File: src/rtl/kb_pkg.sv
// Shared sizing constants and operation encoding for the keyboard receive buffer.
package kb_pkg;

  localparam int KB_DEPTH  = 16;
  localparam int KB_CHAR_W = 7;
  localparam int KB_PTR_W  = $clog2(KB_DEPTH);

  typedef enum logic [1:0] {
    KB_OP_NONE = 2'b00,
    KB_OP_POP  = 2'b01,
    KB_OP_PUSH = 2'b10,
    KB_OP_BOTH = 2'b11
  } kb_op_e;

endpackage

File: src/rtl/kb_fifo_mem.sv
// Character storage: register array with a synchronous write port and an asynchronous read port.
module kb_fifo_mem
  import kb_pkg::*;
#(
  parameter int DEPTH  = KB_DEPTH,
  parameter int DATA_W = KB_CHAR_W,
  localparam int PTR_W = $clog2(DEPTH)
) (
  input  logic              clk,
  input  logic              i_we,
  input  logic [PTR_W-1:0]  i_waddr,
  input  logic [DATA_W-1:0] i_wdata,
  input  logic [PTR_W-1:0]  i_raddr,
  output logic [DATA_W-1:0] o_rdata
);

  logic [DATA_W-1:0] r_mem [DEPTH];

  always_ff @(posedge clk) begin
    if (i_we) begin
      r_mem[i_waddr] <= i_wdata;
    end
  end

  assign o_rdata = r_mem[i_raddr];

endmodule

File: src/rtl/keyboard_buf.sv
// Receive-side character FIFO between the keyboard receiver and the CPU polling port.
// First-word-fall-through: read_data always shows the head entry, or zero when empty.
module keyboard_buf
  import kb_pkg::*;
#(
  parameter int DEPTH  = KB_DEPTH,
  parameter int DATA_W = KB_CHAR_W
) (
  input  logic              clk,
  input  logic              KB_clear,
  input  logic              write,
  input  logic [7:0]        write_data,
  input  logic              KB_read_en,
  output logic              KB_status,
  output logic [DATA_W-1:0] read_data,
  output logic              buf_full
);

  localparam int PTR_W = $clog2(DEPTH);
  localparam logic [PTR_W:0] FULL_CNT = (PTR_W + 1)'(DEPTH);

  logic [PTR_W-1:0]  r_wr_ptr;
  logic [PTR_W-1:0]  r_rd_ptr;
  logic [PTR_W:0]    r_count;
  logic              w_empty;
  logic              w_full;
  logic              w_push;
  logic              w_pop;
  logic [DATA_W-1:0] w_rdata;
  logic [7-DATA_W:0] w_unused_hi;
  kb_op_e            w_op;

  // The parity bit above the stored character is intentionally dropped.
  assign w_unused_hi = write_data[7:DATA_W];

  assign w_empty = (r_count == '0);
  assign w_full  = (r_count == FULL_CNT);

  // A push while full is allowed only when a pop frees the head slot in the same edge.
  assign w_pop  = KB_read_en & ~w_empty;
  assign w_push = write & (~w_full | w_pop);

  always_comb begin
    w_op = KB_OP_NONE;
    case ({w_push, w_pop})
      2'b10:   w_op = KB_OP_PUSH;
      2'b01:   w_op = KB_OP_POP;
      2'b11:   w_op = KB_OP_BOTH;
      default: w_op = KB_OP_NONE;
    endcase
  end

  always_ff @(posedge clk) begin
    if (KB_clear) begin
      r_wr_ptr <= '0;
      r_rd_ptr <= '0;
      r_count  <= '0;
    end else begin
      if (w_push) r_wr_ptr <= r_wr_ptr + PTR_W'(1);
      if (w_pop)  r_rd_ptr <= r_rd_ptr + PTR_W'(1);
      case (w_op)
        KB_OP_PUSH: r_count <= r_count + (PTR_W + 1)'(1);
        KB_OP_POP:  r_count <= r_count - (PTR_W + 1)'(1);
        default:    r_count <= r_count;
      endcase
    end
  end

  kb_fifo_mem #(
    .DEPTH  (DEPTH),
    .DATA_W (DATA_W)
  ) u_mem (
    .clk     (clk),
    .i_we    (w_push & ~KB_clear),
    .i_waddr (r_wr_ptr),
    .i_wdata (write_data[DATA_W-1:0]),
    .i_raddr (r_rd_ptr),
    .o_rdata (w_rdata)
  );

  assign KB_status = ~w_empty;
  assign buf_full  = w_full;
  assign read_data = w_empty ? '0 : w_rdata;

endmodule

File: config.mk
export PLATFORM = sky130hd
export DESIGN_NAME = keyboard_buf
export DESIGN_NICKNAME = d
export VERILOG_FILES = /design/src/rtl/kb_pkg.sv /design/src/rtl/kb_fifo_mem.sv /design/src/rtl/keyboard_buf.sv
export SDC_FILE = /design/constraint.sdc
export NUM_CORES = 1
export LEC_CHECK = 0
export ABC_CLOCK_PERIOD_IN_PS = 6450
export CORE_MARGIN = 2
export CORE_UTILIZATION = 61
export DETAILED_ROUTE_END_ITERATION = 8
export PLACE_DENSITY = 0.86
export SYNTH_ARGS = -nofsm -noshare
export SYNTH_HDL_FRONTEND = slang
export SYNTH_HIERARCHICAL = 1
export SYNTH_SLANG_ARGS = --single-unit
File: constraint.sdc
create_clock -name clk -period 6.45 [get_ports clk]
set_input_delay 0.645 -clock clk [delete_from_list [all_inputs] [get_ports clk]]
set_output_delay 0.645 -clock clk [all_outputs]
set_load 0.05 [all_outputs]
After elaboration in Yosys (flattened, before gate mapping) --
Memories as Yosys holds them, arrays and structs flattened. A register that Yosys moved wholly into a read port is not among the register bits. Index checks and enable logic that the tools add are counted.
Word-level totals: bits in registers 13, bits in latches 0, bits in writable memories 112, ROM bits 0, output and inout bits 9, memories 1
Memories:
- u_mem.r_mem | words 16, bits a word 7, rd ports 1, clocked after memory_dff 1, write ports 1, line kb_fifo_mem.sv:17 | logic [DATA_W-1:0] r_mem [DEPTH];
Operators by class: $add $sub $neg 4, multiply operators 0, divide/modulo/power cells 0, magnitude comparators 0, eq/ne operators 6, shift operators 0, muxes and demuxes 7, bitwise operators 7, reduce and logical (&&, ||, !) cells 2
Operators by type and width (count):
- $pmux W5 S2 | 1
- $add A4 B1 Y4 const B | 2
- $mux W4 | 2
- $mux W7 | 1
- $eq A2 B2 Y1 const B | 3
- $pmux W2 S3 | 1
- $add A5 B1 Y5 const B | 1
- $eq A5 B5 Y1 const B | 1
- $logic_not A5 Y1 | 1
- $sub A5 B1 Y5 const B | 1
- $eq A2 B1 Y1 const B | 2
- $and A1 B1 Y1 | 3
- $not A1 Y1 | 3
- $mux W1 | 2
- $reduce_bool A2 Y1 | 1
- $or A1 B1 Y1 | 1

Longest topological paths before layout --
depth in word-level cells 9, mapped depth 11, depth with buffers taken out 10

Modules after synthesis --
The synthesis kept the hierarchy.
By module, submodules not included:
- kb_fifo_mem | instances 1, cells each 196, area each 4390.5 um^2, sequential area each 3363.2 um^2
- keyboard_buf | instances 1, cells each 91, area each 793.3 um^2, sequential area each 260.2 um^2

Worst setup path after synthesis --
Ideal clock, no wire load.
kind register to register, start reg r_count[1], end reg r_count[4], library setup time 0.121 ns, arrival time 2.586 ns, required time 6.329 ns, setup slack 3.744 ns, cell stages (with the launch flop) 11, cell sequence dfxtp_1 > or4_4 > buf_6 > o21ai_2 > inv_1 > ha_1 > ha_1 > or2_2 > o22ai_1 > mux2i_1 > mux2_2
Between the ends: longest elaborated chain between the ends 9, elaborated cells on any way between the ends 17, classes of those cells add/sub (2); eq/ne (6); mux (2); bitwise (5); reduce/logical (2)
Ends and longest elaborated chain:
- start, declared | line keyboard_buf.sv:24 | logic [PTR_W:0] r_count;
- start signal, assigned | line keyboard_buf.sv:62 | KB_OP_PUSH: r_count <= r_count + (PTR_W + 1)'(1);
- start signal, assigned | line keyboard_buf.sv:63 | KB_OP_POP: r_count <= r_count - (PTR_W + 1)'(1);
- start signal, assigned | line keyboard_buf.sv:64 | default: r_count <= r_count;
- $logic_not A5 Y1 * | line keyboard_buf.sv:36 | assign w_empty = (r_count == '0);
- $not A1 Y1 * | line keyboard_buf.sv:40 | assign w_pop = KB_read_en & ~w_empty;
- $and A1 B1 Y1 * | line keyboard_buf.sv:40
- net w_pop | line keyboard_buf.sv:28 | logic w_pop;
- $or A1 B1 Y1 | line keyboard_buf.sv:41 | assign w_push = write & (~w_full | w_pop);
- $and A1 B1 Y1 | line keyboard_buf.sv:41
- $eq A2 B2 Y1 / $eq A2 B1 Y1 (equally long branches) | line keyboard_buf.sv:45 | case ({w_push, w_pop})
- $pmux W2 S3 * | line keyboard_buf.sv:45
- $eq A2 B1 Y1 / $eq A2 B2 Y1 (equally long branches) | line keyboard_buf.sv:61 | case (w_op)
- $pmux W5 S2 / $reduce_bool A2 Y1 (equally long branches)
The timed path passes the listed nets; every way through them passes the cells marked *. A chain may end at the register's enable or synchronous reset.

==> impl_metrics.tcl <==
set metrics [dict create \
    arrival_ps 3450 \
    antenna_found_initial 0 \
    most-common-layout-cells "edfxtp_1, nor2_1, clkdlybuf4s50_1" \
    cts_max_level 4 \
    hold_viol_final 0 \
    setup_violations 0 \
    slew_headroom_pct 5.078 \
    die_y_um 96.19 \
    totalNegativeSetupSlack_ps 0 \
    clock_latency_ps 500 \
    dpl_cell_area_um2 5438 \
    drt_iter0_markers 250 \
    synth_cells 287 \
    vias 2680 \
    postCtsSetupBuffers 0 \
    root_buffer "clkbuf_8" \
    clock-sinks 125 \
    grt_overflow 0 \
    worst_pin_slew_ps 1413 \
    wl_per_cell_um 23.81 \
    synth_edf_count 112 \
    dp.final_hpwl_um 6280 \
    power_w 0.002427 \
    cts_tree "built" \
    fmax_mhz 244.5 \
    post-route-period-util_pct 63.42 \
    area_growth_pct 15.23 \
    drt_wl_total_um 10310 \
    ant_nets 0 \
    routabilityCongestion 0.7379 \
    cts_buffer_depth 2 \
    status "completed" \
    switching_share_pct 30.89 \
    worstSetupStartpointType "flop" \
    crit_type "flop to output port" \
    p_int_w 0.001678 \
    p_per_area_nw_per_um2 406.3 \
    grt_max_degree 32 \
    p_comb_share_pct 25.1 \
    grt_pass1_wl_um 15590 \
    final_common_cell "edfxtp_1" \
    clk_pin_slew_worst_paths_ps 60 \
    total_leakage_power_nw 2.009 \
    end_kind "output port" \
    cts.repair.resized 0 \
    drive_gt1_share_pct 16.16 \
    synth-seq-area-share_pct 69.90 \
    globalRoute.busiestLayer "met2" \
    synth-warning-count 6 \
    die_w_um 96.19 \
    fin_ws_ps 2360 \
    critPathMaxFanout 31 \
    maxSlewViolCount 0 \
    viasPerCell 6.189 \
    ir_worst_vdd_v 0.0002232 \
    ys_async_sr_fraction_pct 0 \
    diodes 0 \
    io-pin-count 21 \
    design_area_um2 5973 \
    syn-cell-area_um2 5184 \
    gr-usage-met2_pct 41.32 \
    drv_cap 0 \
    period_minus_slack_ps 4090 \
    syn_nets 306 \
    pwr-share-clk_pct 34.8 \
    fin_nets 335 \
    share_seq_of_total_power_pct 40.2 \
    fin_skew_ps 12.06 \
    use_met3_pct 5.168 \
    initial_core_util_pct 63.09 \
    ys_seq_elements 125 \
    core_area_um2 8217 \
    required_ps 5800 \
    yosys.cell_types.count 41 \
    drc_errors 0 \
    holdCritPathClass "flop to flop" \
    pre_cts_ws_ps 2891 \
    p_sw_w 0.0007496 \
    grt_use_met1_pct 31.54 \
    ys.flop_type "edfxtp_1" \
    drt_pre_antenna_iters 4 \
    dieArea_um2 9252 \
    numPortBuffers 19 \
    track_usage_pct 24.69 \
    fin_util_pct 72.70 \
    cts_hold_buf 0 \
    rows 33 \
    syn_area_per_cell_um2 18.06 \
    cts-buffers-inserted 17 \
    rsz0062_at_grt "no" \
    first_global_vias 2775 \
]
critical path, stage by stage, from the launching register on:
cell and delay (ps):
dfxtp_2 970, mux4_1 660, a22oi_1 320, nand2_1 120
nor2b_1 140, clkdlybuf4s50_1 710
flip-flops by register name (all words and copies together), names as in the netlist:
name,flops
r_count,5
u_mem/r_mem,112
r_rd_ptr,4
r_wr_ptr,4
power groups by stage:
stage,sequential [W],combinational (W),clock (W)
5_1_grt,0.000984,0.000645,0.000892
3_5_place_dp,0.000993,0.000607,0
6_report,0.000975,0.000608,0.000844
3_3_place_gp,0.000988,0.000585,0
2_1_floorplan,0.000942,0.000516,0
4_1_cts,0.000977,0.000611,0.000857
cell usage after synthesis, types with 2 or more instances:
cell | instances | area share (%)
mux4_2 | 11 | 4.8
nand2_1 | 9 | 0.65
mux4_1 | 17 | 8.6
nand3b_1 | 2 | 0.29
nor2b_1 | 11 | 1.3
ha_1 | 6 | 1.4
o211ai_1 | 2 | 0.29
clkbuf_1 | 5 | 0.36
mux2i_1 | 3 | 0.58
nor2_1 | 32 | 2.3
buf_2 | 3 | 0.29
inv_1 | 6 | 0.43
a22oi_1 | 14 | 2.0
dfxtp_1 | 13 | 5.0
nor3_1 | 5 | 0.48
xor2_1 | 7 | 1.2
edfxtp_1 | 112 | 65
buf_6 | 2 | 0.43
a21oi_1 | 3 | 0.29
nand2b_1 | 3 | 0.36
area by class of cell:
class / instances / area (um2)
Fill cell: 470 / 2243
Clock buffer: 17 / 414.1
Clock inverter: 14 / 121.4
Multi-Input combinational cell: 144 / 1446
Inverter: 6 / 22.52
Tap cell: 105 / 131.4
Timing Repair Buffer: 22 / 212.7
Sequential cell: 125 / 3625
final timing paths:
path | endpoint | startpoint | depth (start not counted) | slack, ps
worst max register to register | r_count[4] | r_count[1] | 9 | 3450
worst min-delay path | r_count[1] | r_count[1] | 2 | 560
worst max-delay path | read_data[4] | r_rd_ptr[0] | 5 | 2360
worst min register to register | r_count[1] | r_count[1] | 2 | 560
cell families after synthesis:
kind of cell               count (synthesis)  share of synthesized area, %
DFF                                      125                         69.90
and+or+nand+nor                           73                         7.000
muxes                                     32                         14.19
AOI/OAI and AO/OA                         25                         3.693
buffers and inverters                     18                         2.196
xor gates and xnor gates                   7                         1.183
adders and majority gates                  7                         1.834
per-layer routing:
layer  wire, um  up-vias
li1           -     1211
met3        538       11
met2       5489       84
met1       4147     1374
met5          0        -
met4        135        0
per-stage QoR:
step	hold slack (ps)	cells
after detailed placement	542.7	402
final	562.4	433
after CTS	559.4	433
after global routing	602.4	433
after global placement	529.8	402
after floorplan	491.9	287
(Power assumes the default switching activity.)
